**src/rtl/output_port_pkg.sv**
```systemverilog
// Shared constants and width derivations for the output port buffer.
// Latency: n/a (package only).
// Backpressure: n/a (package only).
package output_port_pkg;

    localparam int DEFAULT_WIDTH = 8;
    localparam int DEFAULT_DEPTH = 4;

    // Read/write pointer width; DEPTH is a power of two >= 2, so pointers
    // wrap modulo DEPTH on plain binary overflow.
    function automatic int ptr_width(input int depth);
        return (depth > 1) ? $clog2(depth) : 1;
    endfunction

    // Occupancy counter width: must represent 0..DEPTH inclusive.
    function automatic int level_width(input int depth);
        return $clog2(depth + 1);
    endfunction

endpackage

```
**src/rtl/output_port_buffer_out_fifo.sv**
```systemverilog
// out_fifo: circular-buffer FIFO with registered occupancy, used behind the output stage.
// Latency: a push is visible at pop_dat one edge later; pop_dat is the combinational head.
// Backpressure: pushes while full and pops while empty are ignored; clr empties on the next edge.
// Ports: clk/rst_n (async active-low), clr (sync), push/push_dat, pop/pop_dat, full, empty, level.
module out_fifo
    import output_port_pkg::*;
#(
    parameter int WIDTH = DEFAULT_WIDTH,
    parameter int DEPTH = DEFAULT_DEPTH,
    localparam int PW   = ptr_width(DEPTH),
    localparam int LW   = level_width(DEPTH)
) (
    input  logic             clk,
    input  logic             rst_n,
    input  logic             clr,
    input  logic             push,
    input  logic [WIDTH-1:0] push_dat,
    input  logic             pop,
    output logic [WIDTH-1:0] pop_dat,
    output logic             full,
    output logic             empty,
    output logic [LW-1:0]    level
);

    logic [WIDTH-1:0] mem_q [DEPTH];
    logic [PW-1:0]    wr_ptr_q, wr_ptr_d;
    logic [PW-1:0]    rd_ptr_q, rd_ptr_d;
    logic [LW-1:0]    cnt_q, cnt_d;
    logic             push_ok;
    logic             pop_ok;

    assign full    = (cnt_q == LW'(DEPTH));
    assign empty   = (cnt_q == '0);
    assign level   = cnt_q;
    assign pop_dat = mem_q[rd_ptr_q];

    // Guard internally so a caller mistake can never corrupt the pointers.
    assign push_ok = push && !full;
    assign pop_ok  = pop && !empty;

    always_comb begin
        wr_ptr_d = wr_ptr_q;
        rd_ptr_d = rd_ptr_q;
        cnt_d    = cnt_q;
        if (clr) begin
            wr_ptr_d = '0;
            rd_ptr_d = '0;
            cnt_d    = '0;
        end else begin
            if (push_ok) begin
                wr_ptr_d = wr_ptr_q + PW'(1);
            end
            if (pop_ok) begin
                rd_ptr_d = rd_ptr_q + PW'(1);
            end
            // Simultaneous push and pop leaves the occupancy unchanged.
            case ({push_ok, pop_ok})
                2'b10:   cnt_d = cnt_q + LW'(1);
                2'b01:   cnt_d = cnt_q - LW'(1);
                default: cnt_d = cnt_q;
            endcase
        end
    end

    always_ff @(posedge clk or negedge rst_n) begin
        if (!rst_n) begin
            wr_ptr_q <= '0;
            rd_ptr_q <= '0;
            cnt_q    <= '0;
        end else begin
            wr_ptr_q <= wr_ptr_d;
            rd_ptr_q <= rd_ptr_d;
            cnt_q    <= cnt_d;
        end
    end

    // Storage needs no reset: entries are only observable once counted valid.
    always_ff @(posedge clk) begin
        if (push_ok && !clr) begin
            mem_q[wr_ptr_q] <= push_dat;
        end
    end

endmodule

```
**src/rtl/output_port_buffer.sv**
```systemverilog
// output_port_buffer: DEPTH-entry FIFO feeding a registered valid/ready output stage; DEPTH+1 words total.
// Latency: 2 edges from a write into an empty buffer to out_valid (FIFO write, then output load).
// Backpressure: out_ready low holds data_out/out_valid; writes while full are dropped and set sticky overflow.
// Ports: reg_clk, reg_rst_n (async active-low), reg_clr (sync clear), reg_en/data_in (write),
//        data_out/out_valid/out_ready (consumer), full, overflow, and level when
//        OUTPUT_PORT_BUFFER_LEVEL_EN is defined (FIFO occupancy, output stage excluded).
module output_port_buffer
    import output_port_pkg::*;
#(
    parameter int WIDTH = DEFAULT_WIDTH,
    parameter int DEPTH = DEFAULT_DEPTH,
    localparam int LW   = level_width(DEPTH)
) (
    input  logic             reg_clk,
    input  logic             reg_rst_n,
    input  logic             reg_clr,
    input  logic             reg_en,
    input  logic [WIDTH-1:0] data_in,
    output logic [WIDTH-1:0] data_out,
    output logic             out_valid,
    input  logic             out_ready,
    output logic             full,
`ifdef OUTPUT_PORT_BUFFER_LEVEL_EN
    output logic [LW-1:0]    level,
`endif
    output logic             overflow
);

    logic [WIDTH-1:0] data_out_q, data_out_d;
    logic             out_valid_q, out_valid_d;
    logic             overflow_q, overflow_d;

    logic             fifo_push;
    logic             fifo_pop;
    logic [WIDTH-1:0] fifo_head;
    logic             fifo_full;
    logic             fifo_empty;
    logic [LW-1:0]    fifo_level;

    // full is the registered occupancy flag: a pop on the same edge does
    // not make room for a write.
    assign fifo_push = reg_en && !fifo_full;

    // Load the output stage whenever it is empty or being drained this edge.
    assign fifo_pop  = !fifo_empty && (!out_valid_q || out_ready);

    out_fifo #(
        .WIDTH (WIDTH),
        .DEPTH (DEPTH)
    ) u_fifo (
        .clk      (reg_clk),
        .rst_n    (reg_rst_n),
        .clr      (reg_clr),
        .push     (fifo_push),
        .push_dat (data_in),
        .pop      (fifo_pop),
        .pop_dat  (fifo_head),
        .full     (fifo_full),
        .empty    (fifo_empty),
        .level    (fifo_level)
    );

    always_comb begin
        data_out_d  = data_out_q;
        out_valid_d = out_valid_q;
        overflow_d  = overflow_q;
        if (reg_clr) begin
            // data_out intentionally keeps its last word across a clear.
            out_valid_d = 1'b0;
            overflow_d  = 1'b0;
        end else begin
            if (fifo_pop) begin
                data_out_d  = fifo_head;
                out_valid_d = 1'b1;
            end else if (out_valid_q && out_ready) begin
                out_valid_d = 1'b0;
            end
            if (reg_en && fifo_full) begin
                overflow_d = 1'b1;
            end
        end
    end

    always_ff @(posedge reg_clk or negedge reg_rst_n) begin
        if (!reg_rst_n) begin
            data_out_q  <= '0;
            out_valid_q <= 1'b0;
            overflow_q  <= 1'b0;
        end else begin
            data_out_q  <= data_out_d;
            out_valid_q <= out_valid_d;
            overflow_q  <= overflow_d;
        end
    end

    assign data_out  = data_out_q;
    assign out_valid = out_valid_q;
    assign overflow  = overflow_q;
    assign full      = fifo_full;

`ifdef OUTPUT_PORT_BUFFER_LEVEL_EN
    assign level = fifo_level;
`else
    logic unused_level;
    assign unused_level = ^fifo_level;
`endif

endmodule

```
**config.mk**
```make
export PLATFORM = sky130hd
export DESIGN_NAME = output_port_buffer
export DESIGN_NICKNAME = d
export VERILOG_FILES = /design/src/rtl/output_port_pkg.sv /design/src/rtl/output_port_buffer_out_fifo.sv /design/src/rtl/output_port_buffer.sv
export SDC_FILE = /design/constraint.sdc
export NUM_CORES = 1
export LEC_CHECK = 0
export CORE_MARGIN = 3
export CORE_UTILIZATION = 49
export DETAILED_ROUTE_END_ITERATION = 12
export MAX_ROUTING_LAYER = met4
export PLACE_DENSITY = 0.85
export SLEW_MARGIN = 0
export SYNTH_ARGS = -nofsm -noshare
export SYNTH_HDL_FRONTEND = slang
export SYNTH_SLANG_ARGS = --single-unit
```
**constraint.sdc**
```tcl
create_clock -name reg_clk -period 2.2 [get_ports reg_clk]
set_input_delay 0.66 -clock reg_clk [delete_from_list [all_inputs] [get_ports reg_clk]]
set_output_delay 0.66 -clock reg_clk [all_outputs]
set_load 0.03 [all_outputs]
```
==> results.txt, run 1 <==
Final count of pins violating max slew = 0
Min cycle time layout = 2.14 ns
Residual DRC count = 0
Die Wd = 70.2 µm
Post-Place Cell Area = 2430 µm²
Buffers on Ports = 23
Synthesized instance count = 115
EDFF count, synth = 32
Worst relative slew slack = 63.0%
Total wire length = 3460 µm
VDD IR-drop max = 0.655 mV
Max Clock Skew = 0.00908 ns
Post-synthesis sequential area ratio = 68.6%
Measured slew at the worst slew-check pin = 0.555 ns
Finished Cell Area = 2550 µm²
Syn nets = 133
Area grow syn2layout = 26.5%
Final ANT Viol Nets = 0
Clock Root Buffer = clkbuf_8
Distinct cell type count after synthesis = 29
Commonest cells in the netlist = 32 x edfxtp_1, 17 x dfrtp_1, 10 x mux2_2
CTS tree = yes
Fmax = 467 MHz
Most numerous cell in the Yosys netlist = edfxtp_1
Final net count = 181
Layout cells sized above 1 = 34.1%
Finished Layout Cells = 212
CP Class = reg -> reg
Effective utilization at floorplan = 52.8%
Max_cap viols = 0
Yosys reg bits = 49
Gpl congestion = 0.723
Height of the die = 70.2 µm
Final TNS setup = 0 ns
Synth area leaders = edfxtp_1 48%, dfrtp_1 21%, mux4_2 8.9%, mux2_2 5.6%, ha_1 2.5%
Final hold vios = 0
Worst path required time = 2.38 ns
Routed length per instance = 16.3 µm
Post-DP HPWL = 2520 µm
# H-tree levels = 2
Final setup fails = 0
Status = completed
Cell Area, Synth = 2020 µm²
Die footprint = 4930 µm²
Total CTS buffers = 5
FP Rows = 22
XOR/XNOR share of the synthesized area = 1.73%
Power per Cell Area = 1140 nW/µm²
Core Area = 3830 µm²
Worst path arrival time = 2.32 ns
Part of the cycle the worst path needs = 97.3%
Max clock buf depth = 2
Total GRT Usage = 16.4%
Diode count = 0
Initial DRC Count = 41
Vias in the first global route = 1242
Mux share of post-synthesis cell area = 15.5%
Post-DR vias/cell = 5.25
Placed insts = 200
Reg clk slew, reported paths = 0.08 ns
Syn avg cell area = 17.6 µm²
Crit-path max FO = 5
Initial antenna violation count = 0
Simple-gate area share of the yosys netlist = 7.81%
Clk sinks = 49
Cell taking the most area after synthesis = edfxtp_1
Synth top area share = 47.6%
Crit path launch type = flip-flop
# IOs = 24
Asr flop ratio synth = 34.7%
Adder-Cell Fraction of Synth Area = 3.47%
Primary FF master, synth = edfxtp_1
First-pass GRT wire length = 5910 µm
Synth Area in Compound Gates = 1.30%
Largest net degree at the start of global routing = 18
Clock Latency Late Sink = 0.30 ns
Endpoint type of the worst setup path = flip-flop
P_leak = 0.000972 µW
GRT overflow = 0
Largest family of logic cells by synthesized area = multiplexers
Vias = 1112
Ys Warns = 0
First-pass iteration count of the detailed router = 4
Number of fill cells in the layout = 252
Type of the most critical hold path = reg -> reg
-- cell usage in the layout, fill, tap and decap left out, drive strengths merged, types with 2 or more instances in the layout --
cell            n
edfxtp         32
inv             4
clkdlybuf4s50  20
xor2            2
mux2i           2
clkbuf          5
xnor2           2
nor2b           3
nand2b          3
dfrtp          17
and2            4
mux4            8
a21oi           2
ha              4
nor2            9
buf            22
dlygate4sd2     3
mux2           10
nand2           2
-- cell families (layout without fill, tap and decap cells) --
| kind of cell | after synthesis | in the layout |
|---|---|---|
| adders and majority gates | 5 | 5 |
| muxes | 20 | 20 |
| AOI/OAI and AO/OA | 4 | 4 |
| and+or+nand+nor | 26 | 26 |
| buffers and inverters | 7 | 56 |
| DFF | 49 | 49 |
| xor gates and xnor gates | 4 | 4 |
-- stage by stage --
stage / worst slack, ns / hold slack, ns / total power [µW] / util [%]
after floorplan: 0.00875 / 0.364 / 1960 / -
after global placement: -0.351 / 0.483 / 2330 / 63.6
after detailed placement: -0.414 / 0.495 / 2370 / 63.6
after CTS: 0.0190 / 0.514 / 2890 / 66.1
after global routing: -0.0320 / 0.533 / 3090 / 66.8
final: 0.0598 / 0.508 / 2910 / 66.8
-- flip-flops by register name, indices dropped and copies added (netlist names) --
signal,cells
out_valid,1
u_fifo.level,3
data_out,8
u_fifo.rd_ptr_q,2
overflow,1
u_fifo.mem_q,32
u_fifo.wr_ptr_q,2
-- metal layers --
metal | track usage (%) | up-vias | part of all wire (%)
li1 | - | 517 | -
met1 | 17.9 | 561 | 40
met2 | 28.0 | 24 | 54
met3 | 4.75 | 10 | 3.7
met4 | 6.81 | 0 | 2.5
met5 | - | - | 0
-- where the power goes --
group	internal (µW)	switching, µW	leakage, µW
Sequential	1150	145	0.000501
Clock	223	278	0.0000422
Combinational	612	504	0.000429
Total	1980	927	0.000972
-- final timing paths --
kind                                   end  slack, ns       startpoint  depth (start not counted)
setup / recovery           u_fifo.level[2]       0.06  u_fifo.level[0]                          8
hold / removal                    overflow       0.51         overflow                          2
setup reg to reg           u_fifo.level[2]       0.06  u_fifo.level[0]                          8
hold reg to reg                   overflow       0.51         overflow                          2
max in group asynchronous  u_fifo.level[0]       1.31        reg_rst_n                          2
min in group asynchronous      data_out[3]       0.68        reg_rst_n                          2
-- timing repair --
item	in CTS	in global routing
buffers inserted	1	3
hold buffers	0	0
gates resized for setup	5	2
pin swaps	3	2
endpoints found under the setup margin	2	2
-- layout make-up --
class,instances,area [µm²],share of cell area (%)
clock buffers,5,68.8,2.69
well taps,48,60.1,2.35
clock inverters,3,20.0,0.784
flip-flops and latches,49,1390,54.4
multi-input cells,59,614,24.0
inverters,3,11.3,0.441
repair buffers,45,392,15.3
-- critical path: stages, from the launching register on --
cell and delay, ns:
dfrtp_2 0.46, or3_4 0.43, nand2_4 0.08, nor2b_2 0.05
fa_2 0.34, nand2_1 0.08, a211oi_1 0.05, a41oi_1 0.19
mux2_2 0.36
(Power assumes the default switching activity.)
==> run 2, diff against run 1 <==
CORE_UTILIZATION = 54   (was 49)
PLACE_DENSITY = 0.89   (was 0.85)
clock period = 2.3 ns   (was 2.2 ns; I/O delays follow)
==> run 2 against run 1 <==
Compared with the run above: utilization up 5.8 points; wire length shrank 0.29%; count of clock-buffer cells in the layout increased by 3; sequential power shrank 3%; worst hold slack improved by 0.0042 ns; flip-flop and latch count did not move; global-route usage rose by 2.4 points; critical path type is now in -> reg; largest cell class unchanged.
==> results.txt, run 2 (synthesis gave the netlist of run 1 again) <==
Status = completed
Clock Latency Late Sink = 0.29 ns (about the same)
Placed insts = 197 (-1.5%)
P_leak = 0.000960 µW (-1.3%)
Clock Root Buffer = clkbuf_8
GRT overflow = 0 (unchanged)
Fmax = 436 MHz
Final hold vios = 0 (unchanged)
Biggest register = u_fifo.mem_q
Routed length per instance = 16.8 µm (+3.1%)
Height of the die = 67.2 µm (-4.3%)
Post-DP HPWL = 2530 µm (+0.65%)
Post-DR vias/cell = 5.23 (-0.21%)
Max clock buf depth = 2 (unchanged)
Fin util = 72.6% (+5.8 points)
Die footprint = 4510 µm² (-8.5%)
FP Rows = 21 (-4.5%)
Effective utilization at floorplan = 58.2% (+5.4 points)
Endpoint type of the worst setup path = flip-flop
Max Clock Skew = 0.00508 ns (-0.00400 ns)
Min cycle time layout = 2.29 ns
Post-Place Cell Area = 2420 µm² (-0.51%)
Tot Pwr = 2740 µW (-5.9%)
Largest net degree at the start of global routing = 18 (unchanged)
Worst relative slew slack = 58.7% (-4.3 points)
Diode count = 0 (unchanged)
Multi-input gate area = 614 µm² (unchanged)
Finished Cell Area = 2520 µm² (-1.4%)
Core Area = 3470 µm² (-9.4%)
Reg clk slew, reported paths = 0.08 ns (about the same)
Die Wd = 67.2 µm (-4.3%)
First-pass GRT wire length = 5750 µm (-2.8%)
CTS tree = yes
Most frequent cells in the layout = 32 x edfxtp_1, 21 x clkdlybuf4s50_1, 17 x dfrtp_1, 17 x buf_4, 10 x mux2_2
Measured slew at the worst slew-check pin = 0.620 ns (+0.0650 ns)
Post CTS Setup Buffer Count = 0 (-1)
CP Class = in -> reg
First-pass iteration count of the detailed router = 5 (+1)
Area grow syn2layout = 24.7%
Max_cap viols = 0 (unchanged)
Layout cells sized above 1 = 30.2% (-4.0 points)
Finished Layout Cells = 205 (-3.3%)
Vias = 1073 (-3.5%)
Final worst slack = 0.00900 ns (-0.0508 ns)
Crit path launch type = primary input
Number of fill cells in the layout = 235 (-6.7%)
Crit-path max FO = 2 (-3)
Commonest non-fill, non-tap cell in the layout = edfxtp_1
Initial DRC Count = 59 (+44%)
Total CTS buffers = 5 (unchanged)
# IOs = 24 (unchanged)
Final ANT Viol Nets = 0 (unchanged)
Residual DRC count = 0 (unchanged)
Worst path arrival time = 2.47 ns (+0.15 ns)
Vias in the first global route = 1199 (-3.5%)
Number of flip-flops in the largest register = 32 (unchanged)
Final setup fails = 0 (unchanged)
Final count of pins violating max slew = 0 (unchanged)
Power per Cell Area = 1090 nW/µm² (-4.5%)
Gpl congestion = 0.873 (+21%)
Sequential standard cell area = 1390 µm² (-0.18%)
Part of the cycle the worst path needs = 99.6%
Type of the most critical hold path = reg -> reg
Initial antenna violation count = 0 (unchanged)
Total GRT Usage = 18.9% (+2.4 points)
Final net count = 176 (-2.8%)
Total wire length = 3450 µm (-0.29%)
Buffers on Ports = 23 (unchanged)
VDD IR-drop max = 0.577 mV (-12%)
Clk sinks = 49 (unchanged)
Worst path required time = 2.48 ns (+0.10 ns)
Worst slack, placed = -0.424 ns (-0.0103 ns)
# H-tree levels = 2 (unchanged)
==> run 2: cell type report <==
class                           count  share of cell area [%]
Multi-Input combinational cell     59                    24.4
Clock buffer                        8                    3.58
Inverter                            3                   0.447
Sequential cell                    49                    55.0
Timing Repair Buffer               40                    14.3
Tap cell                           46                    2.29
==> run 2: timing repair <==
item,CTS,global route
resized for setup,3,2
pin swaps,0,3
endpoints found under the setup margin,2,1
hold buffers,0,0
endpoints found under the hold margin,0,0
==> run 2: routing by layer <==
metal  share of wire (%)  track usage [%]  routed length (µm)
met1                  39             20.8                1350
met2                  56             32.3                1920
met3                 3.9             5.16                 134
met4                 1.4             7.85                  48
met5                   0                -                   0
==> run 2: path summary, 6_finish.rpt <==
kind	start	endpoint	slack, ns	cells after the start
min in group asynchronous	reg_rst_n	u_fifo.rd_ptr_q[1]	0.72	2
hold / removal	data_out[0]	data_out[0]	0.51	1
setup reg to reg	u_fifo.level[0]	u_fifo.level[2]	0.11	8
max in group asynchronous	reg_rst_n	data_out[2]	1.38	2
hold reg to reg	data_out[0]	data_out[0]	0.51	1
setup / recovery	reg_en	u_fifo.level[2]	0.009	8
==> run 2: critical path: stages <==
cell,delay [ns]
clkdlybuf4s50_1,0.49
nand2b_1,0.09
nor2b_2,0.18
fa_2,0.36
nand2_1,0.08
a211oi_1,0.05
a41oi_1,0.18
mux2_2,0.35
==> run 2: where the power goes <==
group / internal (µW) / switching [µW] / leakage (µW)
combinational: 533 / 467 / 0.000410
sequential: 1100 / 150 / 0.000504
clock: 245 / 248 / 0.0000455
==> run 2: through the flow <==
step | hold WS (ns) | TNS, ns
final | 0.512 | 0
after global routing | 0.529 | -0.0129
after CTS | 0.513 | 0
after detailed placement | 0.495 | -0.464
after global placement | 0.486 | -0.341
after floorplan | 0.394 | 0
==> run 3, diff against run 2 <==
CORE_MARGIN = not set   (was 3)
==> run 3 against run 2 <==
Compared with the run above: sequential share of layout area down 0.11 points; final area is 0.20% higher; die area fell by 12%; setup slack gained 0.096 ns; critical endpoint is now full; worst hold slack got worse by 0.012 ns; first-iteration DRC count is 63% lower; power grew 2.1%; utilization grew 0.14 points; global-route usage rose by 0.92 points; count of clock-buffer cells in the layout fell by 2; combinational power about the same; cell count fell by 0.98%; highest routed layer unchanged.
==> results.txt, run 3 (synthesis gave the netlist of run 1 again) <==
Status = completed
Height of the die = 63.2 µm (-6.0%)
Final hold vios = 0 (unchanged)
P_leak = 0.000968 µW (+0.88%)
Total CTS buffers = 5 (unchanged)
Slowest-stage cell, CP = dfrtp_1
Number of flip-flops in the largest register = 32 (unchanged)
Vias in the first global route = 1195 (-0.33%)
Worst path required time = 1.61 ns (-0.87 ns)
Buffers on Ports = 23 (unchanged)
Clock Latency Late Sink = 0.30 ns (about the same)
Fmax = 456 MHz (+4.4%)
Crit-path max FO = 6 (+4)
Max Clock Skew = 0.00811 ns (+0.00303 ns)
Largest net degree at the start of global routing = 18 (unchanged)
# H-tree levels = 2 (unchanged)
Finished Layout Cells = 203 (-0.98%)
Crit path launch type = flip-flop
Final setup fails = 0 (unchanged)
Reg2reg start = u_fifo.level[0]
Measured slew at the worst slew-check pin = 0.603 ns (-0.0163 ns)
CP Class = reg -> out
Layout cells sized above 1 = 29.9% (-0.25 points)
Total GRT Usage = 19.8% (+0.92 points)
Post-DR vias/cell = 5.25 (+0.33%)
Power per Cell Area = 1110 nW/µm² (+1.9%)
FP Rows = 21 (unchanged)
CTS tree = yes
Endpoint type of the worst setup path = output port
VDD IR-drop max = 0.629 mV (+9.0%)
Die footprint = 3990 µm² (-12%)
Core Area = 3470 µm² (unchanged)
Final net count = 174 (-1.1%)
Total wire length = 3310 µm (-4.2%)
Die Wd = 63.2 µm (-6.0%)
Hold slack = 0.500 ns (-0.0117 ns)
Max clock buf depth = 2 (unchanged)
Max_cap viols = 0 (unchanged)
Type of the most critical hold path = reg -> reg
Reg clk slew, reported paths = 0.08 ns (about the same)
First-pass GRT wire length = 5460 µm (-5.0%)
RSZ-0062 raised after global routing = false
Biggest register = u_fifo.mem_q
Final ANT Viol Nets = 0 (unchanged)
Effective utilization at floorplan = 58.2% (unchanged)
# IOs = 24 (unchanged)
CP startpoint = u_fifo.level[0]
Number of fill cells in the layout = 224 (-4.7%)
Part of the cycle the worst path needs = 95.4% (-4.2 points)
FF-to-FF setup slack = 0.11 ns (about the same)
Vias = 1066 (-0.65%)
Worst relative slew slack = 59.8% (+1.1 points)
Min cycle time layout = 2.20 ns (-0.0958 ns)
Clock Root Buffer = clkbuf_8
CP cell instances = nor3b_4, dlygate4sd2_1
Diode count = 0 (unchanged)
Residual DRC count = 0 (unchanged)
GRT overflow = 0 (unchanged)
Most frequent cells in the layout = 32 x edfxtp_1, 20 x clkdlybuf4s50_1, 17 x dfrtp_1
Placed insts = 195 (-1.0%)
Gpl congestion = 0.790 (-9.5%)
Critical Path Max Stage Delay = 0.49 ns (about the same)
Post-DP HPWL = 2370 µm (-6.4%)
Routed length per instance = 16.3 µm (-3.3%)
Area grow syn2layout = 25.0%
Initial antenna violation count = 0 (unchanged)
Final count of pins violating max slew = 0 (unchanged)
Initial DRC Count = 22 (-63%)
Post CTS Setup Buffer Count = 0 (unchanged)
Commonest non-fill, non-tap cell in the layout = edfxtp_1
Top delay family on crit path = flip-flops
Buf/Inv on CP = 1 (unchanged)
First-pass iteration count of the detailed router = 4 (-1)
Worst path arrival time = 1.51 ns (-0.96 ns)
Clk sinks = 49 (unchanged)
Min-delay src = overflow
## run 3: path summary, 6_finish.rpt
check,cells past startpoint,endpoint
worst min register to register,2,overflow
worst max-delay path,2,full
max in group asynchronous,2,u_fifo.wr_ptr_q[0]
min in group asynchronous,2,data_out[4]
worst min-delay path,2,overflow
worst max register to register,8,u_fifo.level[2]
## run 3: where the power goes
group / internal [µW] / switching, µW
Clock: 322 / 258
Combinational: 515 / 461
Sequential: 1100 / 146
Total: 1930 / 864
## run 3: layout make-up
type / count / area, µm² / share of cell area, %
clock buffers: 6 / 72.6 / 2.88
flip-flops and latches: 49 / 1390 / 54.9
inverters: 3 / 11.3 / 0.446
multi-input cells: 59 / 614 / 24.3
well taps: 46 / 57.6 / 2.28
clock inverters: 2 / 35.0 / 1.39
repair buffers: 38 / 347 / 13.7
## run 3: what timing repair did
| action | CTS | global route |
|---|---|---|
| hold buffers | 0 | 0 |
| setup endpoints to repair | 2 | 1 |
| resized for setup | 3 | 3 |
| pin swaps | 0 | 3 |
## run 3: metal layers
| metal | GRT usage [%] | vias up | share of wire, % |
|---|---|---|---|
| met5 | - | - | 0 |
| met3 | 6.70 | 5 | 4.0 |
| met1 | 21.3 | 534 | 43 |
| li1 | - | 503 | - |
| met4 | 9.59 | 0 | 1.3 |
| met2 | 32.5 | 24 | 52 |
## run 3: per-stage QoR
stage               utilization [%]  cell area, µm²  setup WS [ns]  TNS (ns)  power (µW)
floorplan                         -            2020         0.0155         0        1880
global route                   72.8            2520         0.0193         0        2940
finish                         72.8            2520          0.105         0        2800
CTS                            72.5            2520         0.0332         0        2820
detailed placement             69.3            2400         -0.390     -1.06        2240
global placement               69.3            2400         -0.342    -0.607        2190
## run 3: worst reg2reg max path: stages (launching register included)
cell	delay [ns]
dfrtp_1	0.49
or3_4	0.45
nand2_4	0.08
nor2b_2	0.04
fa_2	0.36
nand2_1	0.09
a211oi_1	0.05
a41oi_1	0.18
mux2_2	0.35
